===== src/rtl/skid_pipe_reg.sv =====
// Two-entry valid/ready pipeline register with a skid slot and stage-wide flush.
// in_ready and out_valid are pure decodes of the state register, so backpressure never crosses the stage combinationally.
module skid_pipe_reg #(
  parameter int WIDTH = 16
) (
  input  logic             clk,
  input  logic             reset,
  input  logic             in_valid,
  input  logic [WIDTH-1:0] in_data,
  output logic             in_ready,
  output logic             out_valid,
  output logic [WIDTH-1:0] out_data,
  input  logic             out_ready,
  input  logic             flush,
  output logic [1:0]       occupancy
);

  // The encoding doubles as the occupancy count.
  typedef enum logic [1:0] {
    EMPTY = 2'd0,
    ONE   = 2'd1,
    FULL  = 2'd2
  } state_t;

  state_t           r_state;
  logic [WIDTH-1:0] r_main;
  logic [WIDTH-1:0] r_skid;

  logic w_accept;
  logic w_drain;

  assign in_ready  = (r_state != FULL);
  assign out_valid = (r_state != EMPTY);
  assign out_data  = r_main;
  assign occupancy = r_state;

  assign w_accept = in_valid & in_ready;
  assign w_drain  = out_valid & out_ready;

  // NOTE: state uses non-blocking assignments so every register samples pre-edge values.
  always_ff @(posedge clk) begin
    if (reset) begin
      // NOTE: the data registers are reset too, so out_data is a defined 0 even while EMPTY.
      r_state <= EMPTY;
      r_main  <= '0;
      r_skid  <= '0;
    end else if (flush) begin
      r_state <= EMPTY;
    end else begin
      case (r_state)
        EMPTY: begin
          if (w_accept) begin
            r_state <= ONE;
            r_main  <= in_data;
          end
        end
        ONE: begin
          case ({w_accept, w_drain})
            2'b11: r_main <= in_data;
            2'b10: begin
              r_state <= FULL;
              r_skid  <= in_data;
            end
            2'b01:   r_state <= EMPTY;
            default: r_state <= ONE;
          endcase
        end
        FULL: begin
          // The skid word moves up into the output slot as the head drains.
          if (w_drain) begin
            r_state <= ONE;
            r_main  <= r_skid;
          end
        end
        default: r_state <= EMPTY;
      endcase
    end
  end

endmodule


===== config.mk =====
export PLATFORM = sky130hd
export DESIGN_NAME = skid_pipe_reg
export DESIGN_NICKNAME = d
export VERILOG_FILES = /design/src/rtl/skid_pipe_reg.sv
export SDC_FILE = /design/constraint.sdc
export NUM_CORES = 1
export LEC_CHECK = 0
export BUFFER_PORTS_ARGS = -buffer_cell sky130_fd_sc_hd__buf_4
export CAP_MARGIN = 15
export CELL_PAD_IN_SITES_DETAIL_PLACEMENT = 2
export CELL_PAD_IN_SITES_GLOBAL_PLACEMENT = 2
export CORE_ASPECT_RATIO = 1.75
export CORE_MARGIN = 5
export CORE_UTILIZATION = 31
export DETAILED_ROUTE_END_ITERATION = 8
export PLACE_DENSITY_LB_ADDON = 0.3
export SYNTH_ARGS = -nofsm -noshare
export SYNTH_HDL_FRONTEND = slang
export SYNTH_SLANG_ARGS = --single-unit

===== constraint.sdc =====
create_clock -name clk -period 3.1 [get_ports clk]
set_clock_uncertainty 0.05 [all_clocks]
set_input_delay 0.93 -clock clk [delete_from_list [all_inputs] [get_ports clk]]
set_output_delay 0.93 -clock clk [all_outputs]
set_load 0.02 [all_outputs]

==> out/qor.yml <==
top_layer_used: "met4"
synthTopCellsByArea: "dfxtp_1, a211oi_1, mux2i_1, nand2_1, a211oi_2"
core.rowCount: 34
grt_max_degree: 35
grt_pass1_vias: 1611
die_area_mm2: 0.00676
synth_cell_type_count: 26
cts_sinks: 34
grt_util_all_layers_pct: 15.9
syn2layout_area_growth_pct: 25.0
status: "complete, no violations"
syn_inst: 168
synth_area_mm2: 0.00160
total_power_mw: 0.968
p_leak_nw: 0.862
antenna_found_initial: 0
cpLargestDelayFamily: "simple AND/OR/NAND/NOR gates"
path_clk_slew_ps: 70
synth_seq_cells: 34
tns_ps: 0
peakVddDrop_v: 0.000304
drv_cap: 0
wl_met1_um: 1880
wl_met3_um: 191
critical-path-slowest-cell: "nand4bb_1"
crit_type: "register to register"
hold_viol: 0
gp_congestion: 0.688
post_cts_buffers: 0
design_area_mm2: 0.00200
path_buf_inv: 1
die-width_um: 64.3
max_stage_delay_ps: 630
cts_made_buffers: 5
cts_tree: "yes"
worst_slack_ps: 518
endpoint_kind: "register"
placed_area_mm2: 0.00191
required_ps: 3200
drtIter0Drc: 45
synth_fp_nets: 191
wire_per_inst_um: 19.9
drt_pass1_iterations: 4
worstSkewPairLatency_ps: 280
n_fill_cell: 564
io_pins: 41
via_per_inst: 5.54
cts.path.max_buffers: 2
dp_hpwl_um: 3610
seq_area_um2: 681
finalMaxSlewViolations: 0
hold_path.class: "register to register"
drc: 0
ctsRootBufferMaster: "clkbuf_8"
period_share_pct: 83.3
post_cts_resized: 0
grt-ovfl-total: 0
tightest_slew_ps: 818
ys_warn_count: 0
cp_cell_sequence: "nand2b_1, buf_4, and2_1, ha_1, nand4bb_1, nand2_1, a21oi_1"
nNetsFinal: 224
grt_pass1_wl_um: 8380
synth_top_cell_by_area: "dfxtp_1"
core_mm2: 0.00498
slew_headroom_pct: 45.4
drive_gt1_share_pct: 32.2
avgSynthCellArea_um2: 9.53
pre_cts_slack_ps: 520
die_h_um: 105
synth_top_area_share_pct: 42.5
vias: 1419
yosysSeqAreaShare_pct: 42.5
start_util_pct: 32.2
setup_violations: 0
dr_wl_met2_um: 2920
arrival_ps: 2690
antenna_left: 0
critPathMaxFanout: 16
fmax_ghz: 0.387
diodes: 0
htreeDepth: 2
multi_input_area_um2: 836
power_density_mw_per_mm2: 484
min_period_ps: 2580
critPathLaunchType: "register"
grt_setup_unrepaired: "no"
port-buffer-count: 40
wl_um: 5090
cts-hold-fix-buffers: 0
## metal layers
| metal | track usage (%) | vias up |
|---|---|---|
| met5 | 0 | - |
| met4 | 6.40 | 0 |
| met3 | 3.33 | 9 |
| met2 | 29.9 | 32 |
| met1 | 16.2 | 708 |
| li1 | - | 670 |
## kinds of logic (layout without fill, tap and decap cells)
group,after synthesis,count (layout),synth area share [%]
simple gates,44,44,12.8
compound gates,53,53,25.9
flops,34,34,42.5
mux,17,17,10.9
fa+ha+maj,2,2,1.56
buf+inv,18,52,6.25
## tightest hold or removal path: stages, from the launching register on
cell and delay [ps]:
dfxtp_1 310, nand2_1 50, a21oi_1 50
## Yosys cell counts
library cell,instances
or2_2,1
and2_1,1
nand2_1,34
nor2_2,1
and4bb_1,1
nor4bb_1,1
buf_4,2
nand4bb_1,1
clkbuf_1,5
buf_6,2
mux2i_1,16
nand3b_1,1
dfxtp_1,34
a21o_1,1
ha_1,2
inv_1,1
o21ai_0,1
nand2b_1,2
a21oi_1,16
a21o_4,1
a211oi_1,23
o32a_1,1
buf_2,8
a211oi_2,10
mux2_4,1
nor3_1,1
## worst paths after layout
check               startpoint    endpoint  slack, ps  cells after the start
hold / removal      r_skid[15]  r_skid[15]        410                      2
hold reg to reg     r_skid[15]  r_skid[15]        410                      2
setup / recovery  occupancy[0]   r_skid[9]        520                      7
setup reg to reg  occupancy[0]   r_skid[9]        520                      7
## layout make-up
| cell class | instances | share of cell area [%] |
|---|---|---|
| multi-input cells | 116 | 41.8 |
| flip-flops and latches | 34 | 34.0 |
| repair buffers | 43 | 16.1 |
| clock buffers | 7 | 4.31 |
| well taps | 54 | 3.38 |
| clock inverters | 1 | 0.250 |
| inverters | 1 | 0.188 |
## metrics by stage
step	utilization (%)	hold slack, ps	instances
4_1_cts	40.2	417	256
6_report	40.2	412	256
3_5_place_dp	38.4	403	248
5_1_grt	40.2	442	256
2_1_floorplan	-	386	168
3_3_place_gp	38.4	393	248
## cells in the final DEF (no fill, tap or decap)
cell,count
buf_4,43
nand2_1,34
dfxtp_1,34
a211oi_1,23
a21oi_1,16
mux2i_1,16
a211oi_2,10
clkbuf_8,6
nand2b_1,2
ha_1,2
and2_1,1
or2_2,1
inv_1,1
nor4bb_4,1
nand4bb_1,1
nor2_2,1
mux2_4,1
and4bb_1,1
a21o_4,1
nand3b_1,1
o21ai_0,1
a21o_1,1
o32a_1,1
nor3_1,1
clkinv_2,1
clkbuf_1,1
## registers in the layout, indices dropped and copies added (netlist names)
signal and cells:
r_skid 16, occupancy 2, out_data 16
## power by group
group | internal, mW | leakage [nW] | switching, mW | total (mW)
clock | 0.179 | 0.0482 | 0.158 | 0.337
sequential | 0.456 | 0.277 | 0.0126 | 0.469
combinational | 0.0721 | 0.537 | 0.0907 | 0.163
Note: power is estimated with default switching activity, not from simulation.
